===== src/rtl/pipe_ctrl.sv =====
// pipe_ctrl - pipeline control unit for the five-stage RV64 core.
//
// It sequences the IF/ID/EX/MEM/WB pipeline registers around the EX stage.
// It produces the per-stage stall/flush enables and the PC redirect. It also
// inserts load-use bubbles and holds the pipe during multi-cycle EX ops and
// dcache misses. A saturating watchdog runs during every wait state.
//
// Parameters:
//   TIMEOUT_W           width of the wait-state watchdog counter
// Ports:
//   clk, rst            clock, synchronous active-high reset
//   id_rs*_addr_i/read_i  source registers of the ID instruction
//   ex_rd_addr_i, ex_wreg_i, ex_is_load_i  destination of the EX instruction
//   ex_branch_flag_i, ex_pc_new_i          taken branch/jump and target
//   ex_mc_req_i, ex_mc_done_i              multi-cycle op request / result valid
//   mem_req_i, mem_ack_i                   dcache access / data valid
//   stall_o, flush_o    per-stage hold / bubble enables
//                       (bit 0 PC, 1 IF/ID, 2 ID/EX, 3 EX/MEM, 4 MEM/WB)
//   pc_redirect_o, pc_redirect_addr_o      redirect request and target
//   mc_start_o          start pulse to the multi-cycle unit
//   timeout_o           sticky watchdog error
//
// Optional feature macro: PIPE_CTRL_PERF_EN adds perf_stall_cyc_o and
// perf_redirect_o, which are 32-bit counters of stalled and redirect cycles.
//
// state    | meaning
// ---------+--------------------------------------------------
// RUN      | normal issue; hazards resolved combinationally
// MEM_WAIT | dcache miss outstanding, pipe held up to EX/MEM
// MC_WAIT  | multi-cycle EX op in flight, pipe held up to ID/EX

module pipe_ctrl #(
  parameter int TIMEOUT_W = 8
) (
  input  logic        clk,
  input  logic        rst,
  input  logic [4:0]  id_rs1_addr_i,
  input  logic [4:0]  id_rs2_addr_i,
  input  logic        id_rs1_read_i,
  input  logic        id_rs2_read_i,
  input  logic [4:0]  ex_rd_addr_i,
  input  logic        ex_wreg_i,
  input  logic        ex_is_load_i,
  input  logic        ex_branch_flag_i,
  input  logic [63:0] ex_pc_new_i,
  input  logic        ex_mc_req_i,
  input  logic        ex_mc_done_i,
  input  logic        mem_req_i,
  input  logic        mem_ack_i,
  output logic [4:0]  stall_o,
  output logic [4:0]  flush_o,
  output logic        pc_redirect_o,
  output logic [63:0] pc_redirect_addr_o,
  output logic        mc_start_o,
  output logic        timeout_o
`ifdef PIPE_CTRL_PERF_EN
  ,
  output logic [31:0] perf_stall_cyc_o,
  output logic [31:0] perf_redirect_o
`endif
);

  typedef enum logic [1:0] {RUN, MEM_WAIT, MC_WAIT} state_t;

  state_t               state_q, state_d;
  logic [TIMEOUT_W-1:0] wd_q, wd_d;
  logic                 timeout_q;
  logic                 load_use;
  logic                 issue_rules;
  logic                 unused_pc_lsb;

  assign load_use = ex_is_load_i && ex_wreg_i && (ex_rd_addr_i != 5'd0) &&
                    ((id_rs1_read_i && (id_rs1_addr_i == ex_rd_addr_i)) ||
                     (id_rs2_read_i && (id_rs2_addr_i == ex_rd_addr_i)));

  // Targets are halfword aligned; bit 0 is always cleared.
  assign pc_redirect_addr_o = {ex_pc_new_i[63:1], 1'b0};
  assign unused_pc_lsb      = ex_pc_new_i[0];
  assign timeout_o          = timeout_q;

  always_comb begin
    stall_o       = 5'b00000;
    flush_o       = 5'b00000;
    pc_redirect_o = 1'b0;
    mc_start_o    = 1'b0;
    state_d       = state_q;
    issue_rules   = 1'b0;

    if (rst) begin
      flush_o = 5'b11111;
      state_d = RUN;
    end else begin
      case (state_q)
        RUN: begin
          if (mem_req_i && !mem_ack_i) begin
            stall_o = 5'b01111;
            flush_o = 5'b10000;
            state_d = MEM_WAIT;
          end else begin
            issue_rules = 1'b1;
          end
        end
        MEM_WAIT: begin
          if (!mem_ack_i) begin
            stall_o = 5'b01111;
            flush_o = 5'b10000;
          end else begin
            issue_rules = 1'b1;
          end
        end
        MC_WAIT: begin
          // MEM holds a bubble here, so mem_req_i cannot be a real access.
          if (!ex_mc_done_i) begin
            stall_o = 5'b00111;
            flush_o = 5'b01000;
          end else begin
            state_d = RUN;
          end
        end
        default: state_d = RUN;
      endcase

      // Shared by RUN without a miss and by the MEM_WAIT ack cycle.
      if (issue_rules) begin
        state_d = RUN;
        if (ex_mc_req_i && !ex_mc_done_i) begin
          stall_o    = 5'b00111;
          flush_o    = 5'b01000;
          mc_start_o = 1'b1;
          state_d    = MC_WAIT;
        end else if (ex_branch_flag_i) begin
          // The ID instruction is wrong-path, so load-use does not matter.
          pc_redirect_o = 1'b1;
          flush_o       = 5'b00110;
        end else if (load_use) begin
          stall_o = 5'b00011;
          flush_o = 5'b00100;
        end
      end
    end
  end

  always_comb begin
    if (state_d == RUN) begin
      wd_d = '0;
    end else if (wd_q != '1) begin
      wd_d = wd_q + 1'b1;
    end else begin
      wd_d = wd_q;
    end
  end

  always_ff @(posedge clk) begin
    if (rst) begin
      state_q   <= RUN;
      wd_q      <= '0;
      timeout_q <= 1'b0;
    end else begin
      state_q <= state_d;
      wd_q    <= wd_d;
      if (wd_d == '1) begin
        timeout_q <= 1'b1;
      end
    end
  end

`ifdef PIPE_CTRL_PERF_EN
  logic [31:0] perf_stall_q;
  logic [31:0] perf_redir_q;

  always_ff @(posedge clk) begin
    if (rst) begin
      perf_stall_q <= 32'd0;
      perf_redir_q <= 32'd0;
    end else begin
      if (stall_o != 5'b00000) perf_stall_q <= perf_stall_q + 32'd1;
      if (pc_redirect_o)       perf_redir_q <= perf_redir_q + 32'd1;
    end
  end

  assign perf_stall_cyc_o = perf_stall_q;
  assign perf_redirect_o  = perf_redir_q;
`endif

endmodule


===== config.mk =====
export PLATFORM = sky130hd
export DESIGN_NAME = pipe_ctrl
export DESIGN_NICKNAME = d
export VERILOG_FILES = /design/src/rtl/pipe_ctrl.sv
export SDC_FILE = /design/constraint.sdc
export NUM_CORES = 1
export LEC_CHECK = 0
export ABC_AREA = 1
export BUFFER_PORTS_ARGS = -buffer_cell sky130_fd_sc_hd__buf_2
export CAP_MARGIN = 30
export CELL_PAD_IN_SITES_DETAIL_PLACEMENT = 0
export CELL_PAD_IN_SITES_GLOBAL_PLACEMENT = 2
export CORE_MARGIN = 2
export CORE_UTILIZATION = 14
export DETAILED_ROUTE_END_ITERATION = 8
export GPL_TIMING_DRIVEN = 0
export PLACE_DENSITY_LB_ADDON = 0.15
export SETUP_SLACK_MARGIN = 0.2
export SLEW_MARGIN = 20
export SYNTH_ARGS = -nofsm -noshare
export SYNTH_HDL_FRONTEND = slang
export SYNTH_SLANG_ARGS = --single-unit

===== constraint.sdc =====
create_clock -name clk -period 3 [get_ports clk]
set_clock_uncertainty 0.05 [all_clocks]
set_input_delay 0.6 -clock clk [delete_from_list [all_inputs] [get_ports clk]]
set_output_delay 0.6 -clock clk [all_outputs]
set_load 0.005 [all_outputs]

**After elaboration in Yosys (flattened, before gate mapping)**

Index checks and enable logic that the tools add are counted.

- Register bits: 11

- $add $sub $neg: 1
- Equality and inequality tests: 6
- Muxes and demuxes: 37
- Reductions and logical operators: 13

Operators with widths:

| operator | count |
|---|---|
| 5-bit two-way mux | 12 |
| 8-bit two-way mux | 2 |
| 5-bit one-hot mux with 3 select lines | 1 |
| 4-bit two-way mux | 3 |
| 4-bit one-hot mux with 3 select lines | 1 |
| 5-bit equality test | 2 |
| 1-bit two-way mux | 10 |
| 2-bit two-way mux | 5 |
| 8-bit by 1-bit adder with 8-bit output, second input constant | 1 |
| 8-bit equality test, second input constant | 1 |
| 8-bit != test, second input constant | 1 |
| 1-bit logical AND | 7 |
| 2-bit one-hot mux with 3 select lines | 1 |
| 5-bit nonzero test | 1 |
| 2-bit zero test | 2 |
| 3-bit two-way mux | 1 |
| 2-bit by 1-bit equality test with 1-bit output, second input constant | 1 |
| 2-bit equality test, second input constant | 1 |
| 1-bit zero test | 2 |
| 1-bit one-hot mux with 2 select lines | 1 |
| 1-bit logical OR | 1 |

**Depth between registers and ports, before layout**

Gate-level depths: netlist of run 1.

- Depth in word-level cells: 10
- Gate-level depth with buffers: 10

**Least setup slack after synthesis of run 1**

No wires, ideal clock.

- Path kind: input port to output port
- Start: input mem_req_i
- End: output stall_o[1]
- Arrival time: 1.462 ns
- Required time: 2.350 ns
- Slack: 0.888 ns
- Stages: 7
- Buffers on the path: 1
- Cells stage by stage: o21bai_1 -> nand2_1 -> nor2_2 -> nor2_4 -> inv_2 -> nand2_1 -> buf_4

- Longest elaborated chain between the ends: 8
- Elaborated cells on any way between the ends: 11

Ends and longest elaborated chain:

| what | RTL line | text |
|---|---|---|
| from (decl) | 48 | `input logic mem_req_i,` |
| 1-bit logical AND * | 95 | `if (mem_req_i && !mem_ack_i) begin` |
| 4-bit two-way mux | 95 |  |
| 4-bit one-hot mux with 3 select lines | 93 | `case (state_q)` |
| 5-bit two-way mux | 135 | `end else if (load_use) begin` |
| 5-bit two-way mux | 131 | `end else if (ex_branch_flag_i) begin` |
| 5-bit two-way mux | 126 | `if (ex_mc_req_i && !ex_mc_done_i) begin` |
| 5-bit two-way mux * | 124 | `if (issue_rules) begin` |
| 5-bit two-way mux * | 89 | `if (rst) begin` |
| to (decl) | 50 | `output logic [4:0] stall_o,` |

Mark *: on every way between the ends. The rest lies on a longest branch, timed or not. The select of a mux whose other input is x is not followed.

**Final worst setup path of run 1**

Ends and elaborated chain as after synthesis.

==> results of run 1 <==
==> routing by layer <==
layer / wire, µm / track usage [%] / up-vias
li1: - / - / 793
met5: 0 / 0 / -
met3: 396 / 1.37 / 5
met1: 1560 / 7.90 / 603
met4: 49 / 2.46 / 0
met2: 1750 / 11.5 / 85
==> layout make-up <==
class                           instances  area [µm²]  share of cell area, %
Sequential cell                        11         220                   10.7
Timing Repair Buffer                  100         500                   24.4
Tap cell                              129         161                   7.86
Buffer                                 67         503                   24.5
Clock buffer                            3        41.3                   2.01
Multi-Input combinational cell        107         537                   26.1
Inverter                               23        86.3                   4.20
Clock inverter                          1        5.00                  0.244
==> per-stage QoR <==
step	power [mW]	setup slack, ns	hold slack [ns]	instances
after detailed placement	0.349	0.422	0.406	437
after floorplan	0.269	0.888	0.401	208
after global placement	0.351	0.391	0.403	437
final	0.498	0.465	0.418	441
after CTS	0.509	0.420	0.420	441
after global routing	0.536	0.320	0.453	441
==> Yosys cell counts, types with 2 or more instances <==
| cell | instances |
|---|---|
| nand2_2 | 3 |
| a21oi_1 | 5 |
| nand3_1 | 17 |
| nor2_4 | 2 |
| a31oi_1 | 3 |
| dfxtp_1 | 11 |
| buf_4 | 67 |
| xor2_1 | 2 |
| nor2_1 | 19 |
| nand2_1 | 29 |
| nor2_2 | 3 |
| nor3_1 | 3 |
| o21ai_0 | 8 |
| nand4_1 | 2 |
| inv_1 | 22 |
| xnor2_1 | 2 |
==> critical path, stage by stage <==
cell and delay (ns):
buf_2 0.10, o21bai_1 0.29, nand2_1 0.13, nor2_2 0.17, nor2_4 0.06, inv_2 0.15
nand2_1 0.13, buf_4 0.14, buf_2 0.11
==> cell families (layout without fill, tap and decap cells) <==
group | count (synthesis) | count (layout) | share of synthesized area, %
AO/OA/AOI/OAI | 20 | 20 | 8.29
XOR/XNOR | 4 | 4 | 2.61
adder cells (fa/ha/maj) | 1 | 1 | 0.932
buffers and inverters | 90 | 194 | 43.9
flip-flops | 11 | 11 | 16.4
other | 1 | 2 | 0.279
AND/OR/NAND/NOR | 80 | 80 | 27.6
==> sequential cells by signal, summed over array words and instances, names as in the netlist <==
register   count
wd_q           8
timeout_o      1
state_q        2
==> worst max-delay path by stage <==
stage | endpoint | from | slack (ns) | cells past startpoint
after detailed placement | stall_o[1] | mem_req_i | 0.42 | 9
final | stall_o[1] | mem_req_i | 0.46 | 9
after global placement | stall_o[1] | mem_req_i | 0.39 | 9
after floorplan | stall_o[1] | mem_req_i | 0.89 | 7
after CTS | stall_o[1] | mem_req_i | 0.42 | 9
after global routing | stall_o[1] | mem_req_i | 0.32 | 9
==> power groups by stage <==
stage | clock network, mW | registers [mW] | logic, mW
global route | 0.169 | 0.154 | 0.213
CTS | 0.162 | 0.153 | 0.194
detailed placement | 0 | 0.156 | 0.193
global placement | 0 | 0.156 | 0.194
floorplan | 0 | 0.155 | 0.114
finish | 0.155 | 0.153 | 0.190
==> flow_summary_export.csv, run 1 <==
group,metric,value,unit
logic_synthesis,synth-main-ff-cell,"dfxtp_1",
cells_and_area,n_fill_cell,1081,
logic_synthesis,syn_avg_cell_area,6.49,µm²
logic_synthesis,yosys.area.top_type,"buf_4",
drt,drcViolationCount,0,
cells_and_area,drive_gt1_share,58.3,%
run_status,status,"finished, final reports clean",
worst_hold_path,min_path_cells,2,
sta,max_freq,0.394,GHz
logic_synthesis,synth_top_cell_area_share,37.5,%
power_and_ir_drop,switching_share,28.0,%
power_and_ir_drop,p_int,0.359,mW
die,initial_utilization,14.5,%
sta,timing.final.crit_period,2.54,ns
cells_and_area,mostFrequentLayoutCell,"buf_2",
grt,grt_max_degree,11,
logic_synthesis,synth_warnings,0,
sta,finalHoldViolCount,0,
power_and_ir_drop,power_density,242,mW/mm²
drt,vias,1486,
clock_tree,clkTransAtPathRegs,0.06,ns
logic_synthesis,ys_ff_latch,11,
die,dieHeight,102,µm
die,core.rowCount,35,
grt,antenna_found_initial,0,
cells_and_area,final_cell_area,0.00205,mm²
die,die-area,0.0104,mm²
power_and_ir_drop,p_seq_share,30.7,%
clock_tree,cts_tree,"built",
clock_tree,cts_hold_buf,0,
drt,firstDrtPassIters,4,
drt,postRouteAntennaNets,0,
drt,wire_per_inst,8.50,µm
cells_and_area,utilization,22.1,%
worst_hold_path,min_to,"timeout_o$_SDFFE_PP0N_",
clock_tree,cts_made_buffers,3,
die,ioPinCount,167,
clock_tree,cts_setup_buffers,0,
critical_path,critPathKind,"primary input to output port",
critical_path,crit_fanout,8,
sta,slew_violations,0,
drt,wl,3750,µm
power_and_ir_drop,comb_power_share,38.2,%
clock_tree,clockRootBuffer,"clkbuf_8",
clock_tree,clkLatencyLatePin,0.25,ns
die,core_area,0.00928,mm²
power_and_ir_drop,vdd_ir_drop_max,0.105,mV
clock_tree,cts_buffer_depth,2,
grt,grt_overflow,0,
sta,tns,0,ns
drt,via_per_inst,3.37,
worst_hold_path,hp-class,"register to register",
power_and_ir_drop,clkPwrFrac,31.1,%
critical_path,cp-start-kind,"primary input",
grt,grt_pass1_wl,5580,µm
clock_tree,cts-htree-levels,1,
critical_path,r2r-end,"timeout_o$_SDFFE_PP0N_",
drt,drtIter0Drc,30,
run,max_cap_violations,0,
grt,grtUsageTotal,6.58,%
die,die_x,102,µm
logic_synthesis,syn-instance-count,207,
critical_path,endpoint_kind,"output port",
power_and_ir_drop,net-switching-power,0.139,mW
place,numPortBuffers,100,
cells_and_area,diodes,0,
power_and_ir_drop,p_leak,1.14,nW
sta,rsz0062_at_grt,"false",
clock_tree,clock-sinks,11,
critical_path,required,2.35,ns
cells_and_area,mostFrequentLayoutCells,"buf_2 (100), buf_4 (67), nand2_1 (29)",
place,gp_congestion,0.696,
logic_synthesis,synth-async-reset-ratio,0,%
logic_synthesis,synth_edf_count,0,
logic_synthesis,syn_area,0.00134,mm²
sta,setup_viol,0,
place,dpl_cell_area,0.00201,mm²
logic_synthesis,yosysSeqAreaShare,16.4,%
cells_and_area,area_growth,53.0,%
logic_synthesis,yosysUniqueCellTypes,25,
logic_synthesis,synth.area.top_cells,"buf_4 (37%), dfxtp_1 (16%), nand2_1 (8.1%)",
clock_tree,post_cts_resized,0,
worst_hold_path,hold_path_startpoint,"timeout_o$_SDFFE_PP0N_",
critical_path,r2r_start,"wd_q[0]$_SDFF_PP0_",
cells_and_area,final_nets,404,
sta,finalCritPeriodShare,84.5,%
critical_path,r2r_slack,1.38,ns
critical_path,crit_arrival,1.89,ns
grt,grt_pass1_vias,1301,
place,dp_hpwl,3300,µm
critical_path,r2r_cells,9,
Power figures use the tool's default switching activity.
==> run 2, diff against run 1 <==
--- a/config.mk
+++ b/config.mk
@@ -11,7 +11,7 @@
 export CELL_PAD_IN_SITES_DETAIL_PLACEMENT = 0
 export CELL_PAD_IN_SITES_GLOBAL_PLACEMENT = 2
 export CORE_MARGIN = 2
-export CORE_UTILIZATION = 14
+export CORE_UTILIZATION = 12
 export DETAILED_ROUTE_END_ITERATION = 8
 export GPL_TIMING_DRIVEN = 0
 export PLACE_DENSITY_LB_ADDON = 0.15
==> constraint.sdc (replaced) <==
create_clock -name clk -period 2.1 [get_ports clk]
set_clock_uncertainty 0.05 [all_clocks]
set_input_delay 0.42 -clock clk [delete_from_list [all_inputs] [get_ports clk]]
set_output_delay 0.42 -clock clk [all_outputs]
set_load 0.005 [all_outputs]
==> flow_summary_export.csv, run 2 (synthesis gave the netlist of run 1 again) <==
group,metric,value,unit
grt,grt_pass1_wl,5670,µm
die,die_x,110,µm
critical_path,cp_slowest_cell,"xor2_1",
cells_and_area,n_fill_cell,1261,
clock_tree,cts-htree-levels,1,
sta,tns,0,ns
grt,grtUsageMet2,11.3,%
grt,antenna_found_initial,0,
power_and_ir_drop,total_power,0.739,mW
clock_tree,clkLatencyLatePin,0.24,ns
die,die-area,0.0120,mm²
grt,grt_pass1_vias,1289,
die,initial_utilization,12.3,%
critical_path,endpoint_kind,"output port",
die,core.rowCount,38,
grt,grt_overflow,0,
drt,wl,3970,µm
die,core_area,0.0109,mm²
die,dieHeight,110,µm
critical_path,cp-start-kind,"primary input",
drt,wire_per_inst,8.65,µm
sta,finalCritPeriodShare,88.1,%
cells_and_area,largest_reg_flops,8,
drt,vias,1529,
clock_tree,cts_buffer_depth,2,
critical_path,cp_top_family,"simple AND/OR/NAND/NOR gates",
worst_hold_path,hp-class,"primary input to register",
critical_path,crit_arrival,1.38,ns
run_status,status,"finished, final reports clean",
sta,rsz0062_at_grt,"true",
critical_path,crit_chain,"buf_2 -> xor2_1 -> nor2_1 -> nand3_1 -> nand2_2 -> nand4_1 -> nand2_1 -> buf_4 -> buf_6",
critical_path,slowest_delay,0.16,ns
grt,grt_max_degree,11,
sta,hold_ws,0.389,ns
sta,max_freq,0.541,GHz
critical_path,crit_fanout,3,
clock_tree,clkTransAtPathRegs,0.05,ns
drt,via_per_inst,3.33,
clock_tree,clock-sinks,11,
sta,setup_viol,0,
cells_and_area,mostFrequentLayoutCells,"buf_2 (97), buf_4 (76), nand2_1 (26)",
clock_tree,cts_tree,"built",
cells_and_area,multiInputGateArea,577,µm²
grt,use_met3,1.07,%
critical_path,critPathKind,"primary input to output port",
cells_and_area,diodes,0,
cells_and_area,ff_latch_area,221,µm²
sta,slew_violations,0,
drt,postRouteAntennaNets,0,
drt,firstDrtPassIters,4,
power_and_ir_drop,vdd_ir_drop_max,0.116,mV
drt,drtIter0Drc,39,
cells_and_area,area_growth,62.3,%
grt,grtUsageTotal,5.91,%
cells_and_area,drive_gt1_share,63.3,%
place,gp_congestion,0.683,
sta,timing.final.crit_period,1.85,ns
place,dp_hpwl,3430,µm
sta,finalHoldViolCount,0,
clock_tree,clockRootBuffer,"clkbuf_8",
drt,drcViolationCount,0,
grt,grt_use_met1,6.50,%
critical_path,crit_buf_inv,3,
die,ioPinCount,167,
cells_and_area,utilization,20.0,%
clock_tree,cts_made_buffers,3,
cells_and_area,largest_register,"wd_q",
power_and_ir_drop,p_leak,1.18,nW
cells_and_area,final_nets,411,
run,max_cap_violations,0,
critical_path,required,1.63,ns
power_and_ir_drop,power_density,339,mW/mm²
grt,busiest_layer,"met2",
place,numPortBuffers,100,
cells_and_area,mostFrequentLayoutCell,"buf_2",
-- run 2: cell count changes in the layout (fill, tap and decap cells not counted), sizes merged --
cell / before / now
buf: 167 / 174
clkbuf: 3 / 4
clkinv: 1 / 0
-- run 2: final cells by class --
class	instances	share of cell area (%)
Buffer	67	23.1
Clock buffer	4	2.07
Inverter	23	4.31
Multi-Input combinational cell	107	26.5
Sequential cell	11	10.2
Tap cell	140	8.04
Timing Repair Buffer	107	25.9
-- run 2: per-stage QoR --
stage / std cells / instance area [µm²] / setup WS, ns
after floorplan: 208 / 1350 / 0.348
after global placement: 448 / 2020 / -0.0943
after detailed placement: 448 / 2020 / -0.0832
after CTS: 456 / 2120 / 0.206
after global routing: 459 / 2180 / 0.177
final: 459 / 2180 / 0.251
-- run 2: path summary, 6_finish.rpt --
kind | depth (start not counted) | to | start | slack (ns)
hold reg to reg | 2 | timeout_o$_SDFFE_PP0N_ | timeout_o$_SDFFE_PP0N_ | 0.41
setup reg to reg | 9 | timeout_o$_SDFFE_PP0N_ | wd_q[0]$_SDFF_PP0_ | 0.46
setup / recovery | 9 | stall_o[1] | ex_rd_addr_i[4] | 0.25
hold / removal | 2 | timeout_o$_SDFFE_PP0N_ | rst | 0.39
-- run 2: power by group --
part / total, mW / leakage, nW / internal, mW / switching [mW]
Clock: 0.219 / 0.0228 / 0.134 / 0.0854
Sequential: 0.218 / 0.0896 / 0.214 / 0.00443
Combinational: 0.302 / 1.07 / 0.185 / 0.117
Total: 0.739 / 1.18 / 0.533 / 0.206
-- run 2: timing repair --
| item | in CTS | in global routing |
|---|---|---|
| pin swaps | 2 | 11 |
| hold buffers | 0 | 0 |
| buffers inserted | 4 | 3 |
| setup endpoints to repair | 5 | 2 |
| resized for setup | 8 | 15 |
-- run 2: metal layers --
metal	wire (µm)	vias to the layer above
li1	-	805
met1	1480	631
met2	1990	91
met3	469	2
met4	28	0
met5	0	-
-- run 2: worst reg2reg max path: stages (launching register included) --
cell	delay, ns
dfxtp_1	0.38
ha_1	0.22
nand2_1	0.13
nor2_4	0.18
nand2_4	0.12
nand3_1	0.11
nand3_1	0.09
nor2_1	0.12
nand2_1	0.08
a21oi_2	0.11
==> run 3, diff against run 2 <==
--- a/config.mk
+++ b/config.mk
@@ -8,10 +8,10 @@
 export ABC_AREA = 1
 export BUFFER_PORTS_ARGS = -buffer_cell sky130_fd_sc_hd__buf_2
 export CAP_MARGIN = 30
-export CELL_PAD_IN_SITES_DETAIL_PLACEMENT = 0
+export CELL_PAD_IN_SITES_DETAIL_PLACEMENT = 1
 export CELL_PAD_IN_SITES_GLOBAL_PLACEMENT = 2
 export CORE_MARGIN = 2
-export CORE_UTILIZATION = 12
+export CORE_UTILIZATION = 13
 export DETAILED_ROUTE_END_ITERATION = 8
 export GPL_TIMING_DRIVEN = 0
 export PLACE_DENSITY_LB_ADDON = 0.15
==> constraint.sdc (replaced) <==
create_clock -name clk -period 1.9 [get_ports clk]
set_clock_uncertainty 0.05 [all_clocks]
set_input_delay 0.38 -clock clk [delete_from_list [all_inputs] [get_ports clk]]
set_output_delay 0.38 -clock clk [all_outputs]
set_load 0.005 [all_outputs]
==> flow_summary_export.csv, run 3 (synthesis gave the netlist of run 1 again) <==
group,metric,value,unit
run_status,status,"finished, final reports clean",
cells_and_area,mostFrequentLayoutCell,"buf_2",
cells_and_area,drive_gt1_share,66.5,%
place,numPortBuffers,100,
power_and_ir_drop,switching_share,28.7,%
sta,finalHoldViolCount,0,
clock_tree,clock-sinks,11,
grt,grtUsageTotal,7.34,%
power_and_ir_drop,power_density,373,mW/mm²
sta,max_freq,0.563,GHz
power_and_ir_drop,p_seq_share,28.7,%
die,core.rowCount,37,
power_and_ir_drop,net-switching-power,0.244,mW
power_and_ir_drop,clkPwrFrac,29.1,%
sta,timing.final.crit_period,1.78,ns
die,die-area,0.0112,mm²
drt,wire_per_inst,9.50,µm
grt,antenna_found_initial,0,
cells_and_area,n_fill_cell,1302,
die,ioPinCount,167,
grt,grt_pass1_wl,6810,µm
grt,grt_max_degree,11,
critical_path,slowest_delay,0.34,ns
critical_path,endpoint_kind,"output port",
clock_tree,clockRootBuffer,"clkbuf_8",
critical_path,crit_buf_inv,4,
critical_path,cp_top_family,"simple AND/OR/NAND/NOR gates",
power_and_ir_drop,total_power,0.852,mW
critical_path,required,1.47,ns
grt,grt_overflow,0,
critical_path,crit_arrival,1.35,ns
run,max_cap_violations,0,
cells_and_area,mostFrequentLayoutCells,"buf_2 (93), buf_4 (76), nand2_1 (23)",
die,initial_utilization,13.2,%
critical_path,cp-start-kind,"register",
cells_and_area,utilization,22.4,%
critical_path,crit_fanout,2,
clock_tree,cts_made_buffers,3,
worst_hold_path,hp-class,"primary input to register",
clock_tree,cts_buffer_depth,2,
power_and_ir_drop,p_leak,1.21,nW
critical_path,critPathKind,"register to output port",
power_and_ir_drop,comb_power_share,42.3,%
place,dp_hpwl,3630,µm
place,gp_congestion,0.638,
drt,wl,4350,µm
sta,setup_viol,0,
drt,postRouteAntennaNets,0,
clock_tree,clkLatencyLatePin,0.24,ns
drt,via_per_inst,3.51,
critical_path,r2r_slack,0.38,ns
critical_path,crit_top_cell,"nand2_2",
clock_tree,cts_tree,"built",
cells_and_area,area_growth,69.9,%
drt,drtIter0Drc,47,
die,core_area,0.0102,mm²
drt,firstDrtPassIters,4,
cells_and_area,largest_register,"wd_q",
critical_path,crit_chain,"inv_2 -> nor2_2 -> nand2_2 -> nand2_2 -> nand2_4 -> nor2_4 -> inv_4 -> nand2_2 -> buf_6 -> buf_6",
cells_and_area,diodes,0,
cells_and_area,largest_reg_flops,8,
die,die_x,106,µm
grt,grt_pass1_vias,1530,
sta,slew_violations,0,
power_and_ir_drop,p_int,0.607,mW
die,dieHeight,106,µm
sta,finalCritPeriodShare,93.5,%
clock_tree,clkTransAtPathRegs,0.05,ns
drt,drcViolationCount,0,
sta,rsz0062_at_grt,"true",
power_and_ir_drop,vdd_ir_drop_max,0.152,mV
cells_and_area,final_nets,414,
clock_tree,cts-htree-levels,1,
critical_path,cp_slowest_cell,"dfxtp_2",
drt,vias,1609,
==> run 3: final timing paths <==
kind / from / endpoint / cells after the start
hold reg to reg: timeout_o$_SDFFE_PP0N_ / timeout_o$_SDFFE_PP0N_ / 2
hold / removal: rst / timeout_o$_SDFFE_PP0N_ / 2
setup / recovery: state_q[1]$_SDFF_PP0_ / stall_o[1] / 10
setup reg to reg: wd_q[0]$_SDFF_PP0_ / timeout_o$_SDFFE_PP0N_ / 9
==> run 3: metrics by stage <==
stage	hold slack [ns]	TNS (ns)	setup WS, ns	cell area, µm²	cells
after floorplan	0.392	0	0.228	1350	208
after global placement	0.396	-0.322	-0.212	2020	444
after detailed placement	0.407	-0.339	-0.225	2020	444
after CTS	0.354	0	0.106	2220	457
after global routing	0.368	0	0.0179	2280	458
final	0.346	0	0.124	2280	458
==> run 3: worst register-to-register path, stage by stage, from the launching register on <==
cell and delay [ns]:
dfxtp_2 0.38, ha_4 0.16, nand2_2 0.08, nor2_4 0.18
nand2_4 0.12, a21oi_2 0.15, nor2_1 0.06, nor2_1 0.10
nand2_1 0.07, a21oi_2 0.10
==> run 3: layout make-up <==
class                      instances  area [µm²]  area share [%]
multi-input combinational        107         621            27.2
timing repair buffer             110         619            27.2
tap                              136         170            7.46
clock buffer                       4        45.0            1.97
buffer                            67         507            22.2
sequential                        11         225            9.87
inverter                          23        93.8            4.11
==> run 3: timing repair <==
item,4_1_cts,5_1_grt
endpoints found under the hold margin,0,0
buffers inserted,9,1
hold buffers,0,0
gates resized for setup,28,17
pin swaps,10,9
endpoints found under the setup margin,8,9
==> run 3: per-layer routing <==
metal  wire [µm]  track usage (%)  part of all wire, %  vias to the layer above
met3         462             1.42                   11                        5
met2        2080             13.2                   48                      101
met5           0                0                    0                        -
met4          61             2.82                  1.4                        0
met1        1750             8.51                   40                      695
li1            -                -                    -                      808
==> run 3: power by group through the flow <==
| stage | clock network (mW) | registers (mW) | logic, mW |
|---|---|---|---|
| 2_1_floorplan | 0 | 0.245 | 0.180 |
| 3_3_place_gp | 0 | 0.247 | 0.310 |
| 3_5_place_dp | 0 | 0.247 | 0.311 |
| 4_1_cts | 0.259 | 0.242 | 0.355 |
| 5_1_grt | 0.269 | 0.245 | 0.397 |
| 6_report | 0.248 | 0.244 | 0.360 |
